[config.mk]
export PLATFORM = sky130hd
export DESIGN_NAME = cmd_sequencer
export DESIGN_NICKNAME = d
export VERILOG_FILES = /design/src/rtl/cmd_sequencer.sv
export SDC_FILE = /design/constraint.sdc
export NUM_CORES = 1
export LEC_CHECK = 0
export ABC_CLOCK_PERIOD_IN_PS = 2100
export CAP_MARGIN = 20
export CORE_MARGIN = 2
export CORE_UTILIZATION = 39
export DETAILED_ROUTE_END_ITERATION = 16
export PLACE_DENSITY = 0.74
export SLEW_MARGIN = 20
export SYNTH_ARGS = -nofsm -noshare
export SYNTH_HDL_FRONTEND = slang
export SYNTH_SLANG_ARGS = --single-unit
[constraint.sdc]
create_clock -name clk -period 2.1 [get_ports clk]
set_input_delay 0.315 -clock clk [delete_from_list [all_inputs] [get_ports clk]]
set_output_delay 0.315 -clock clk [all_outputs]
set_load 0.01 [all_outputs]
[src/rtl/cmd_sequencer.sv]
// Host-command sequencer for the cartridge link: checks frame CRC, runs INIT/WRITE/READ/STATUS on cart RAM, returns one response byte.
// Latency frame_valid->resp_valid: 2 (STATUS/NAK/ERR), 3 (WRITE), 4 (READ), CLEAR_WORDS+2 (INIT); frames arriving while busy are dropped and flagged; resp held until resp_ready.
module cmd_sequencer #(
    parameter int          ADDR_W      = 16,
    parameter int          CLEAR_WORDS = 256,
    parameter logic [7:0]  INIT_FILL   = 8'h00,
    parameter int          CRC_MODE    = 0,
    parameter logic [7:0]  ACK_CODE    = 8'hA5,
    parameter logic [7:0]  NAK_CODE    = 8'h5A,
    parameter logic [7:0]  ERR_CODE    = 8'hEE
) (
    input  logic              clk,
    input  logic              rst_n,
    input  logic              frame_valid,
    input  logic [7:0]        frame_cmd,
    input  logic [ADDR_W-1:0] frame_addr,
    input  logic [7:0]        frame_data,
    input  logic [15:0]       frame_crc,
    input  logic [15:0]       calc_crc,
    output logic              rx_en,
    output logic              cmd_reset,
    output logic              crc_reset,
    output logic [ADDR_W-1:0] ram_addr,
    output logic [7:0]        ram_wdata,
    output logic              ram_we,
    output logic              ram_re,
    input  logic [7:0]        ram_rdata,
    output logic              resp_valid,
    output logic [7:0]        resp_byte,
    input  logic              resp_ready,
    output logic              busy,
    output logic              initialized,
    output logic              dropped
);

    typedef enum logic [3:0] {
        AWAIT_INIT, IDLE, CHECK, INIT_RAM, EXEC_WR, EXEC_RD, RD_WAIT, RESPOND, CLEANUP
    } state_t;

    localparam logic            MODE_BIT = 1'(CRC_MODE);
    localparam logic [ADDR_W:0] LAST_IDX = (ADDR_W+1)'(CLEAR_WORDS - 1);

    state_t            state_q, state_d;
    logic [7:0]        cmd_q, cmd_d;
    logic [ADDR_W-1:0] addr_q, addr_d;
    logic [7:0]        data_q, data_d;
    logic [15:0]       fcrc_q, fcrc_d;
    logic [15:0]       ccrc_q, ccrc_d;
    logic [ADDR_W:0]   cnt_q, cnt_d;
    logic [7:0]        resp_q, resp_d;
    logic              initialized_q, initialized_d;
    logic              dropped_q, dropped_d;
    logic              crc_ok;

    assign crc_ok = MODE_BIT ? (fcrc_q == ccrc_q) : (fcrc_q[7:0] == ccrc_q[7:0]);

    always_comb begin
        state_d       = state_q;
        cmd_d         = cmd_q;
        addr_d        = addr_q;
        data_d        = data_q;
        fcrc_d        = fcrc_q;
        ccrc_d        = ccrc_q;
        cnt_d         = cnt_q;
        resp_d        = resp_q;
        initialized_d = initialized_q;
        dropped_d     = dropped_q;
        rx_en         = 1'b0;
        busy          = 1'b1;
        cmd_reset     = 1'b0;
        crc_reset     = 1'b0;
        ram_addr      = '0;
        ram_wdata     = '0;
        ram_we        = 1'b0;
        ram_re        = 1'b0;
        resp_valid    = 1'b0;

        case (state_q)
            AWAIT_INIT, IDLE: begin
                rx_en = 1'b1;
                busy  = 1'b0;
                if (frame_valid) begin
                    cmd_d   = frame_cmd;
                    addr_d  = frame_addr;
                    data_d  = frame_data;
                    fcrc_d  = frame_crc;
                    ccrc_d  = calc_crc;
                    state_d = CHECK;
                end
            end
            CHECK: begin
                state_d = RESPOND;
                if (!crc_ok) begin
                    resp_d = NAK_CODE;
                end else if (!initialized_q && cmd_q != 8'h01) begin
                    resp_d = ERR_CODE;
                end else begin
                    case (cmd_q)
                        8'h01: begin
                            cnt_d   = '0;
                            state_d = INIT_RAM;
                        end
                        8'h02:   state_d = EXEC_WR;
                        8'h03:   state_d = EXEC_RD;
                        8'h04:   resp_d  = {initialized_q, MODE_BIT, dropped_q, 5'b0};
                        default: resp_d  = ERR_CODE;
                    endcase
                end
            end
            INIT_RAM: begin
                ram_we    = 1'b1;
                ram_addr  = cnt_q[ADDR_W-1:0];
                ram_wdata = INIT_FILL;
                if (cnt_q == LAST_IDX) begin
                    initialized_d = 1'b1;
                    resp_d        = ACK_CODE;
                    state_d       = RESPOND;
                end else begin
                    cnt_d = cnt_q + 1'b1;
                end
            end
            EXEC_WR: begin
                ram_we    = 1'b1;
                ram_addr  = addr_q;
                ram_wdata = data_q;
                resp_d    = ACK_CODE;
                state_d   = RESPOND;
            end
            EXEC_RD: begin
                ram_re   = 1'b1;
                ram_addr = addr_q;
                state_d  = RD_WAIT;
            end
            RD_WAIT: begin
                // RAM returns data one cycle after the strobe
                resp_d  = ram_rdata;
                state_d = RESPOND;
            end
            RESPOND: begin
                resp_valid = 1'b1;
                if (resp_ready) state_d = CLEANUP;
            end
            CLEANUP: begin
                cmd_reset = 1'b1;
                crc_reset = 1'b1;
                state_d   = initialized_q ? IDLE : AWAIT_INIT;
            end
            default: state_d = AWAIT_INIT;
        endcase

        if (frame_valid && busy) dropped_d = 1'b1;
    end

    always_ff @(posedge clk or negedge rst_n) begin
        if (!rst_n) begin
            state_q       <= AWAIT_INIT;
            cmd_q         <= '0;
            addr_q        <= '0;
            data_q        <= '0;
            fcrc_q        <= '0;
            ccrc_q        <= '0;
            cnt_q         <= '0;
            resp_q        <= '0;
            initialized_q <= 1'b0;
            dropped_q     <= 1'b0;
        end else begin
            state_q       <= state_d;
            cmd_q         <= cmd_d;
            addr_q        <= addr_d;
            data_q        <= data_d;
            fcrc_q        <= fcrc_d;
            ccrc_q        <= ccrc_d;
            cnt_q         <= cnt_d;
            resp_q        <= resp_d;
            initialized_q <= initialized_d;
            dropped_q     <= dropped_d;
        end
    end

    assign resp_byte   = resp_q;
    assign initialized = initialized_q;
    assign dropped     = dropped_q;

endmodule

==> results of run 1 <==
==> cell usage after synthesis, types with 2 or more instances <==
cell / number / area [um2]
nor4b_1: 2 / 17.5
and2_1: 10 / 62.6
buf_2: 8 / 40.0
nand3_1: 10 / 50.1
nor4bb_1: 2 / 20.0
xnor2_1: 9 / 78.8
o31ai_1: 2 / 15.0
o21a_1: 2 / 15.0
clkbuf_1: 14 / 52.6
mux2_2: 47 / 529
a41oi_1: 5 / 43.8
nand4_1: 3 / 18.8
o211ai_1: 2 / 15.0
nor2_1: 15 / 56.3
mux2_4: 7 / 105
o21ai_0: 16 / 80.1
or2_2: 3 / 18.8
a22o_1: 12 / 105
inv_1: 11 / 41.3
nand2b_1: 3 / 18.8
or4_1: 2 / 15.0
nor3_1: 7 / 35.0
a21o_1: 3 / 22.5
nand2_1: 25 / 93.8
dfrtp_1: 79 / 1980
a31oi_1: 16 / 100
or3_1: 5 / 31.3
and2_0: 2 / 12.5
buf_6: 2 / 22.5
a211o_1: 3 / 26.3
o22ai_1: 3 / 18.8
a21oi_1: 12 / 60.1
==> through the flow <==
stage	utilization (%)	power [W]	worst slack [ps]
after CTS	58.3	0.00734	-100
after global routing	60.0	0.00814	-185
final	60.0	0.00766	-132
after detailed placement	54.8	0.00594	-114
after floorplan	-	0.00459	18.3
after global placement	54.8	0.00581	-112
==> timing repair <==
action,in CTS,in global routing
pin swaps,4,6
hold buffers,1,0
cloned,2,1
gates resized for setup,109,43
endpoints found under the hold margin,32,0
setup endpoints to repair,55,38
buffers inserted,11,8
==> sequential cells by signal (all words and copies together) (netlist names), 4 cells and up <==
name / cells
fcrc_q: 8
cnt_q: 17
resp_byte: 8
addr_q: 16
data_q: 8
ccrc_q: 8
state_q: 4
cmd_q: 8
==> area by class of cell <==
type	instances	area [um2]
multi-input cells	246	1970
clock buffers	9	124
well taps	133	166
fillers	823	3930
repair buffers	163	1540
flip-flops and latches	79	1980
inverters	12	45.0
clock inverters	7	62.6
==> report_power, final <==
part	switching (W)	total, W	internal (W)
clock	0.000630	0.00108	0.000454
sequential	0.000381	0.00252	0.00214
combinational	0.00176	0.00406	0.00231
total	0.00277	0.00766	0.00490
==> layer usage <==
metal,routed length [um],up-vias,GRT usage (%)
li1,-,1614,-
met1,4600,1697,25.7
met4,183,0,6.29
met2,5760,117,34.0
met3,535,16,3.49
met5,0,-,0
==> cells by family after synthesis <==
| logic type | synth area share (%) |
|---|---|
| AO/OA/AOI/OAI | 14.4 |
| AND/OR/NAND/NOR | 13.2 |
| multiplexers | 16.2 |
| buffers and inverters | 4.22 |
| adder cells (fa/ha/maj) | 0.315 |
| flip-flops | 49.7 |
| XOR/XNOR | 1.98 |
==> critical path: stages (launching register included) <==
cell,delay [ps]
dfrtp_1,410
buf_6,130
nor4bb_4,290
buf_6,150
buf_12,110
buf_16,110
buf_6,80
a22o_1,130
buf_2,140
==> worst max path at each step <==
| stage | start | end | slack, ps | cells past startpoint |
|---|---|---|---|---|
| 2_1_floorplan | cnt_q[14]$_DFFE_PN0P_ | resp_byte[1]$_DFFE_PN0P_ | 20 | 6 |
| 3_3_place_gp | cnt_q[14]$_DFFE_PN0P_ | resp_byte[6]$_DFFE_PN0P_ | -110 | 5 |
| 3_5_place_dp | cnt_q[14]$_DFFE_PN0P_ | resp_byte[4]$_DFFE_PN0P_ | -110 | 5 |
| 4_1_cts | state_q[2]$_DFFE_PN0P_ | ram_addr[12] | -100 | 8 |
| 5_1_grt | state_q[2]$_DFFE_PN0P_ | ram_addr[12] | -190 | 8 |
| 6_report | state_q[2]$_DFFE_PN0P_ | ram_addr[12] | -130 | 8 |
==> summary.txt, run 1 <==
Synth
  – Synth Warn #: 0
  – Syn_nets: 439
  – Cell variety after synth: 52
  – Avg Inst Size Synth: 11.0 um2
  – Ys async rst share: 100%
  – EDFF count, synth: 0
  – Post-synth top flop: dfrtp_1
  – Synthesized cell area: 0.00398 mm2
  – Number of synthesized register bits: 79
  – Syn Inst Count: 362
  – Register area share after synthesis: 49.7%

Power
  – Power Dens Cells: 1300 mW/mm2
  – Peak supply drop: 580 uV
  – Leak: 2.54 nW

Final layout
  – Layout Nets: 588
  – Final instance area: 0.00589 mm2
  – Commonest non-fill, non-tap cell in the layout: dfrtp_1
  – Share of layout cells above drive strength 1: 35.7%
  – Antenna fix cells: 0
  – Synth-to-layout area growth: 48.1%
  – Most frequent cells in the layout: dfrtp_1, clkdlybuf4s50_1, mux2_2, buf_4, nand2_1
  – Finished Layout Cells: 649

Placed design
  – Placed inst area: 0.00538 mm2
  – Port bufs: 100
  – GP Congestion: 0.832
  – Hpwl dp: 7530 um
  – DP Cell Count: 611

Detailed routing
  – Residual DRC: 0
  – DRT iter0 DRCs: 293
  – Drt pass-1 iters: 5
  – Final ANT Viol Nets: 0
  – Via density per instance: 5.31
  – Final wirelength: 11100 um
  – DR vias: 3444
  – Post-DR wirelength/cell: 17.1 um

Critical path
  – RR Startpoint: state_q[0]$_DFFE_PN0P_
  – Worst Setup End Kind: primary output
  – WP data required: 1780 ps
  – Worst reg2reg endpoint: resp_byte[4]$_DFFE_PN0P_
  – Worst R2R Setup Slack: -80 ps
  – Worst reg2reg path depth: 10
  – Type of the worst setup path: flop to primary output
  – CP Launch Type: flop
  – Worst-path maximum fanout: 6
  – Worst EP arrival: 1920 ps

Run status
  – Failing checks: negative setup slack
  – Run status: complete, but fails checks

Floorplan
  – CORE AREA: 0.00982 mm2
  – Row Count: 36
  – Die width: 105 um
  – Initial Util: 40.5%
  – Die area: 0.0110 mm2
  – Die Y-Extent: 105 um
  – IO Count: 117

GRT
  – Number of global-route vias before repair: 3534
  – Antenna violations before repair: 0
  – Total gr overflow: 0
  – Pin count of the biggest net entering global routing: 50
  – GR Util All Layers: 19.9%
  – First-pass GRT wire length: 17600 um

Timing
  – RSZ-0062 raised after global routing: true
  – Total negative slack: -995 ps
  – Ratio of final minimum period to clock period: 106%
  – Final min period: 2230 ps
  – Final setup violation count: 19
  – Final hold violation count: 0
  – Final slew viol count: 0
  – Skew final: 9.68 ps
  – Worst Tran Pin Value: 454 ps
  – Slew HR: 69.8%
  – Hold slack: 448 ps
  – PnR worst setup slack: -132 ps
  – Fmax: 0.448 GHz

CTS
  – CTS tree: done
  – Clk buf depth: 2
  – H-tree levels: 3
  – Root Buffer: clkbuf_8
  – CTS clock-pin slew for the worst setup and hold paths: 90 ps
  – Clk_lat worst skew: 360 ps
  – TritonCTS Buffers: 9
  – Clk sink count: 79

Run
  – Max-Cap Viols: 0

Min path
  – Hold crit path type: primary input to asynchronous set/reset pin
Note: power is estimated with default switching activity, not from simulation.
==> inputs of run 2 (changes only) <==
--- a/config.mk
+++ b/config.mk
@@ -5,12 +5,12 @@
 export SDC_FILE = /design/constraint.sdc
 export NUM_CORES = 1
 export LEC_CHECK = 0
-export ABC_CLOCK_PERIOD_IN_PS = 2100
+export ABC_CLOCK_PERIOD_IN_PS = 2700
 export CAP_MARGIN = 20
 export CORE_MARGIN = 2
 export CORE_UTILIZATION = 39
 export DETAILED_ROUTE_END_ITERATION = 16
-export PLACE_DENSITY = 0.74
+export PLACE_DENSITY = 0.71
 export SLEW_MARGIN = 20
 export SYNTH_ARGS = -nofsm -noshare
 export SYNTH_HDL_FRONTEND = slang
==> constraint.sdc (replaced) <==
create_clock -name clk -period 2.7 [get_ports clk]
set_input_delay 0.405 -clock clk [delete_from_list [all_inputs] [get_ports clk]]
set_output_delay 0.405 -clock clk [all_outputs]
set_load 0.01 [all_outputs]
==> summary.txt, run 2 (synthesis gave the netlist of run 1 again) <==
CTS
  – Clk buf depth: 2 (unchanged)
  – CTS clock-pin slew for the worst setup and hold paths: 90 ps (about the same)
  – Clk_lat worst skew: 350 ps (was 360 ps)
  – TritonCTS Buffers: 9 (unchanged)
  – Root Buffer: clkbuf_8 (unchanged)
  – CTS tree: done (unchanged)
  – H-tree levels: 3 (unchanged)
  – Clk sink count: 79 (unchanged)
  – Hold_buf cts: 0 (was 1)

GRT
  – GR Util All Layers: 18.1% (was 19.9%)
  – Number of global-route vias before repair: 3220 (was 3534)
  – Pin count of the biggest net entering global routing: 80 (was 50)
  – Total gr overflow: 0 (unchanged)
  – Antenna violations before repair: 0 (unchanged)
  – First-pass GRT wire length: 16100 um (was 17600 um)

Run status
  – Run status: complete, but fails checks (unchanged)
  – Failing checks: negative hold slack (was negative setup slack)

Final layout
  – Share of layout cells above drive strength 1: 21.0% (was 35.7%)
  – Antenna fix cells: 0 (unchanged)
  – Register Area: 0.00198 mm2 (about the same)
  – Most frequent cells in the layout: clkdlybuf4s50_1, dfrtp_1, mux2_2, nand2_1 (was dfrtp_1, clkdlybuf4s50_1, mux2_2, buf_4, nand2_1)
  – Commonest non-fill, non-tap cell in the layout: clkdlybuf4s50_1 (was dfrtp_1)
  – Largest Register: cnt_q (unchanged)
  – Fillcell total: 878 (was 823)
  – Layout Nets: 538 (was 588)
  – Synth-to-layout area growth: 36.6% (was 48.1%)
  – Multi-input logic area: 0.00185 mm2 (was 0.00197 mm2)
  – Max FFs per register: 17 (unchanged)
  – Largest regs: cnt_q x17, addr_q x16 (unchanged)

Floorplan
  – Initial Util: 40.5% (unchanged)
  – Die width: 105 um (unchanged)
  – IO Count: 117 (unchanged)
  – Row Count: 36 (unchanged)
  – Die area: 0.0110 mm2 (unchanged)
  – CORE AREA: 0.00982 mm2 (unchanged)
  – Die Y-Extent: 105 um (unchanged)

Detailed routing
  – Residual DRC: 0 (unchanged)
  – Final wirelength: 9730 um (was 11100 um)
  – DRT iter0 DRCs: 146 (was 293)
  – Post-DR wirelength/cell: 16.2 um (was 17.1 um)
  – Via density per instance: 5.28 (was 5.31)
  – Final ANT Viol Nets: 0 (unchanged)
  – Drt pass-1 iters: 4 (was 5)
  – DR vias: 3160 (was 3444)

Power
  – Power Dens Cells: 1010 mW/mm2 (was 1300 mW/mm2)
  – Peak supply drop: 469 uV (was 580 uV)
  – Leak: 2.21 nW (was 2.54 nW)

Placed design
  – GP Congestion: 0.797 (was 0.832)
  – Port bufs: 100 (unchanged)
  – Setup WS pre-CTS: 368 ps (was -114 ps)
  – Hpwl dp: 7030 um (was 7530 um)

Critical path
  – CP Launch Type: flop (unchanged)
  – WP data required: 2300 ps (was 1780 ps)
  – Type of the worst setup path: flop to primary output (unchanged)
  – Worst reg2reg endpoint: resp_byte[4]$_DFFE_PN0P_ (unchanged)
  – Worst-path maximum fanout: 7 (was 6)
  – RR Startpoint: cnt_q[14]$_DFFE_PN0P_ (was state_q[0]$_DFFE_PN0P_)
  – Worst R2R Setup Slack: 390 ps (was -80 ps)
  – Worst reg2reg path depth: 5 (was 10)
  – Worst EP arrival: 2170 ps (was 1920 ps)
  – Worst Setup End Kind: primary output (unchanged)

Timing
  – RSZ-0062 raised after global routing: false (was true)
  – Final slew viol count: 0 (unchanged)
  – Ratio of final minimum period to clock period: 95.5%
  – Total negative slack: 0 ps (was -995 ps)
  – Final hold violation count: 1 (was 0)
  – Final min period: 2580 ps
  – PnR worst setup slack: 122 ps (was -132 ps)
  – Worst Tran Pin Value: 940 ps (was 454 ps)
  – Fmax: 0.388 GHz
  – Hold slack: -2.70 ps (was 448 ps)
  – Slew HR: 36.8% (was 69.8%)
  – Final setup violation count: 0 (was 19)
  – Skew final: 9.89 ps (was 9.68 ps)

Min path
  – Hold crit path type: primary input to asynchronous set/reset pin (unchanged)

Run
  – Max-Cap Viols: 0 (unchanged)
[run 2: cell count changes in the layout (fill, tap and decap cells not counted), moves of 5 or more]
cell	delta
buf_2	-15
buf_4	-33
clkdlybuf4s50_1	+31
clkbuf_2	-5
buf_6	-15
[run 2: stage by stage]
step	area (um2)	instances	util [%]	total power [W]
floorplan	3980	362	-	0.00356
global placement	5150	582	52.4	0.00434
detailed placement	5150	582	52.4	0.00441
CTS	5410	598	55.1	0.00554
global route	5430	599	55.3	0.00585
finish	5430	599	55.3	0.00551
[run 2: report_power, final]
group          internal (W)  total, W  switching (W)
Clock              0.000646   0.00111       0.000463
Combinational       0.00134   0.00235        0.00101
Sequential          0.00166   0.00204       0.000380
Total               0.00365   0.00551        0.00185
[run 2: layout make-up]
cell class	count	share of cell area (%)
sequential	79	36.5
tap	133	3.06
clock inverter	6	2.14
multi-input combinational	246	34.1
inverter	12	0.829
timing repair buffer	113	20.9
clock buffer	10	2.53
[run 2: worst max-delay path by stage]
stage,startpoint,end,slack (ps),cells after the start
after floorplan,state_q[1]$_DFFE_PN0P_,addr_q[10]$_DFFE_PN0P_,520,7
after global placement,state_q[2]$_DFFE_PN0P_,ram_addr[4],360,3
after detailed placement,state_q[3]$_DFFE_PN0P_,ram_addr[5],370,3
after CTS,state_q[2]$_DFFE_PN0P_,ram_addr[15],3,5
after global routing,state_q[3]$_DFFE_PN0P_,ram_addr[15],20,5
final,state_q[0]$_DFFE_PN0P_,ram_we,120,4
[run 2: worst max-delay path, cell delays in order, from the launching register on]
cell,delay (ps)
dfrtp_1,450
buf_4,190
or3b_1,360
a21oi_1,240
clkdlybuf4s50_1,590
[run 2: layer usage]
layer / GRT usage, % / vias up / wire length [um]
met5: 0 / - / 0
met2: 29.9 / 58 / 4880
met1: 24.1 / 1579 / 4360
met3: 2.74 / 10 / 349
li1: - / 1513 / -
met4: 6.86 / 0 / 145
[run 2: what timing repair did]
action	CTS	global route
endpoints found under the setup margin	3	26
resized for setup	1	2
pin swaps	0	0
buffers inserted	0	0
==> inputs of run 3 (changes only) <==
--- a/config.mk
+++ b/config.mk
@@ -5,12 +5,14 @@
 export SDC_FILE = /design/constraint.sdc
 export NUM_CORES = 1
 export LEC_CHECK = 0
+export ABC_AREA = 1
 export ABC_CLOCK_PERIOD_IN_PS = 2700
 export CAP_MARGIN = 20
 export CORE_MARGIN = 2
-export CORE_UTILIZATION = 39
+export CORE_UTILIZATION = 52
+export CTS_CLUSTER_SIZE = 30
 export DETAILED_ROUTE_END_ITERATION = 16
-export PLACE_DENSITY = 0.71
+export PLACE_DENSITY = 0.89
 export SLEW_MARGIN = 20
 export SYNTH_ARGS = -nofsm -noshare
 export SYNTH_HDL_FRONTEND = slang
==> summary.txt, run 3 <==
Floorplan
  – Die width: 94.2 um (was 105 um)
  – Die area: 0.00888 mm2 (was 0.0110 mm2)
  – Row Count: 32 (was 36)
  – Initial Util: 54.2% (was 40.5%)
  – IO Count: 117 (unchanged)
  – Die Y-Extent: 94.2 um (was 105 um)
  – CORE AREA: 0.00781 mm2 (was 0.00982 mm2)

Timing
  – Slew HR: 53.8% (was 36.8%)
  – Final hold violation count: 0 (was 1)
  – Worst Tran Pin Value: 693 ps (was 940 ps)
  – Fmax: 0.389 GHz (was 0.388 GHz)
  – Total negative slack: 0 ps (unchanged)
  – Final setup violation count: 0 (unchanged)
  – Skew final: 10.9 ps (was 9.89 ps)
  – Final min period: 2570 ps (was 2580 ps)
  – Final slew viol count: 0 (unchanged)
  – Ratio of final minimum period to clock period: 95.2% (was 95.5%)
  – RSZ-0062 raised after global routing: false (unchanged)

Final layout
  – Largest regs: cnt_q x17, addr_q x16 (unchanged)
  – Largest Register: cnt_q (unchanged)
  – Antenna fix cells: 0 (unchanged)
  – Core Util, Final: 71.1% (was 55.3%)
  – Most frequent cells in the layout: nand2_1, clkdlybuf4s50_1, dfrtp_1, nor2_1, inv_1 (was clkdlybuf4s50_1, dfrtp_1, mux2_2, nand2_1)
  – Synth-to-layout area growth: 31.2% (was 36.6%)
  – Commonest non-fill, non-tap cell in the layout: nand2_1 (was clkdlybuf4s50_1)
  – Share of layout cells above drive strength 1: 10.8% (was 21.0%)
  – Max FFs per register: 17 (unchanged)
  – Layout Nets: 727 (was 538)

Critical path
  – RR Startpoint: state_q[2]$_DFFE_PN0P_ (was cnt_q[14]$_DFFE_PN0P_)
  – Crit path buf inv count: 2 (unchanged)
  – Worst Setup End Kind: primary output (unchanged)
  – Worst EP arrival: 2170 ps (about the same)
  – WP data required: 2300 ps (about the same)
  – Type of the worst setup path: flop to primary output (unchanged)
  – Worst reg2reg endpoint: ccrc_q[5]$_DFFE_PN0P_ (was resp_byte[4]$_DFFE_PN0P_)
  – Worst R2R Setup Slack: 600 ps (was 390 ps)
  – Critical path origin: state_q[2]$_DFFE_PN0P_ (was state_q[0]$_DFFE_PN0P_)
  – Worst reg2reg path depth: 7 (was 5)
  – CP Launch Type: flop (unchanged)
  – Worst-path maximum fanout: 11 (was 7)
  – Family with the most delay on the worst path: buffers and inverters (unchanged)
  – CP Capture Point: ram_addr[3] (was ram_we)
  – Number of cells on the critical path: 5 (was 4)
  – Crit-path slowest cell: clkdlybuf4s50_1 (unchanged)
  – Worst path max stage delay: 580 ps (was 590 ps)
  – Crit-path cells: nor2_1, nand3_2, buf_4, o21ai_0, clkdlybuf4s50_1 (was buf_4, or3b_1, a21oi_1, clkdlybuf4s50_1)

Detailed routing
  – Post-DR wirelength/cell: 13.8 um (was 16.2 um)
  – Drt pass-1 iters: 4 (unchanged)
  – Met3 wire len: 636 um (was 349 um)
  – WL met1: 4470 um (was 4360 um)
  – DR WL met2: 5120 um (was 4880 um)
  – Via density per instance: 5.22 (was 5.28)
  – DR top layer: met4 (unchanged)
  – DRT iter0 DRCs: 234 (was 146)
  – Final ANT Viol Nets: 0 (unchanged)
  – Final wirelength: 10500 um (was 9730 um)
  – Residual DRC: 0 (unchanged)
  – DR vias: 3948 (was 3160)

Synth
  – EDFF count, synth: 0 (unchanged)
  – Synth area leader: dfrtp_1 (unchanged)
  – Ys async rst share: 100% (unchanged)
  – Post-synth top cells: nand2_1, dfrtp_1, nor2_1 (was dfrtp_1, mux2_2, nand2_1)
  – Number of synthesized register bits: 79 (unchanged)
  – Register area share after synthesis: 46.7% (was 49.7%)
  – Cell variety after synth: 36 (was 52)
  – Synth Warn #: 0 (unchanged)
  – Syn Inst Count: 548 (was 362)
  – Synth area leaders: dfrtp_1, nand2_1, nor2_1 (was dfrtp_1, mux2_2, mux2_4)
  – Synthesized cell area: 0.00423 mm2 (was 0.00398 mm2)
  – Post-synth top flop: dfrtp_1 (unchanged)
  – Most frequent cell after synthesis: nand2_1 (was dfrtp_1)
  – Avg Inst Size Synth: 7.72 um2 (was 11.0 um2)
  – Syn_nets: 625 (was 439)
  – Post-synth top area share: 46.7% (was 49.7%)

CTS
  – # Post-CTS Setup Buffers: 0 (unchanged)
  – H-tree levels: 3 (unchanged)
  – Hold_buf cts: 0 (unchanged)
  – Clk_lat worst skew: 360 ps (was 350 ps)
  – TritonCTS Buffers: 9 (unchanged)
  – Root Buffer: clkbuf_8 (unchanged)
  – CTS tree: done (unchanged)
  – CTS clock-pin slew for the worst setup and hold paths: 80 ps (was 90 ps)
  – Clk buf depth: 2 (unchanged)
  – Clk sink count: 79 (unchanged)
  – Post-CTS sizing: 0 (was 1)

Power
  – Leak: 2.63 nW (was 2.21 nW)
  – Power Dens Cells: 996 mW/mm2 (was 1010 mW/mm2)
  – Peak supply drop: 591 uV (was 469 uV)

GRT
  – Number of global-route vias before repair: 3905 (was 3220)
  – GR Util All Layers: 25.4% (was 18.1%)
  – Total gr overflow: 0 (unchanged)
  – Antenna violations before repair: 0 (unchanged)
  – First-pass GRT wire length: 17600 um (was 16100 um)
  – Pin count of the biggest net entering global routing: 80 (unchanged)

Run
  – Max-Cap Viols: 0 (unchanged)

Min path
  – Hold crit path type: primary input to asynchronous set/reset pin (unchanged)

Placed design
  – Hpwl dp: 7570 um (was 7030 um)
  – Port bufs: 100 (unchanged)
  – GP Congestion: 0.853 (was 0.797)

Run status
  – Run status: finished, final reports clean (was complete, but fails checks)
## run 3: stage by stage
step                      total power (W)  worst slack (ps)  cell area [um2]  cells  hold slack (ps)
after global placement            0.00447               552             5340    741              460
final                             0.00553               129             5550    757             76.8
after global routing              0.00599              33.1             5550    757              135
after floorplan                   0.00366               937             4230    548              109
after detailed placement          0.00460               556             5340    741              467
after CTS                         0.00552               152             5540    757              245
## run 3: logic make-up after synthesis
| family | count (synthesis) | synth area share [%] |
|---|---|---|
| simple gates | 283 | 29.0 |
| buf+inv | 83 | 7.81 |
| flops | 79 | 46.7 |
| fa+ha+maj | 1 | 0.296 |
| xor+xnor | 6 | 1.24 |
| mux | 16 | 4.26 |
| compound gates | 80 | 10.6 |
## run 3: area by class of cell
cell class,count,area (um2)
fill,607,2260
sequential,79,1980
multi-input combinational,386,1930
timing repair buffer,107,1050
inverter,67,255
clock buffer,10,138
tap,102,128
clock inverter,6,67.6
## run 3: metal layers
layer / GRT usage [%] / vias to the layer above
met4: 11.2 / 0
met3: 3.61 / 23
met5: 0 / -
met2: 42.4 / 151
li1: - / 1938
met1: 32.9 / 1836
## run 3: power breakdown
group	switching, W	total (W)	internal (W)
logic	0.00154	0.00268	0.00114
clock network	0.000454	0.000910	0.000455
registers	0.000289	0.00194	0.00165
total	0.00229	0.00553	0.00324
## run 3: worst min path at each step
stage,from,to,slack [ps]
finish,rst_n,fcrc_q[1]$_DFFE_PN0P_,80
global route,rst_n,fcrc_q[2]$_DFFE_PN0P_,140
CTS,rst_n,ccrc_q[3]$_DFFE_PN0P_,240
detailed placement,resp_byte[3]$_DFFE_PN0P_,resp_byte[3]$_DFFE_PN0P_,470
global placement,resp_byte[0]$_DFFE_PN0P_,resp_byte[0]$_DFFE_PN0P_,460
floorplan,rst_n,addr_q[0]$_DFFE_PN0P_,110
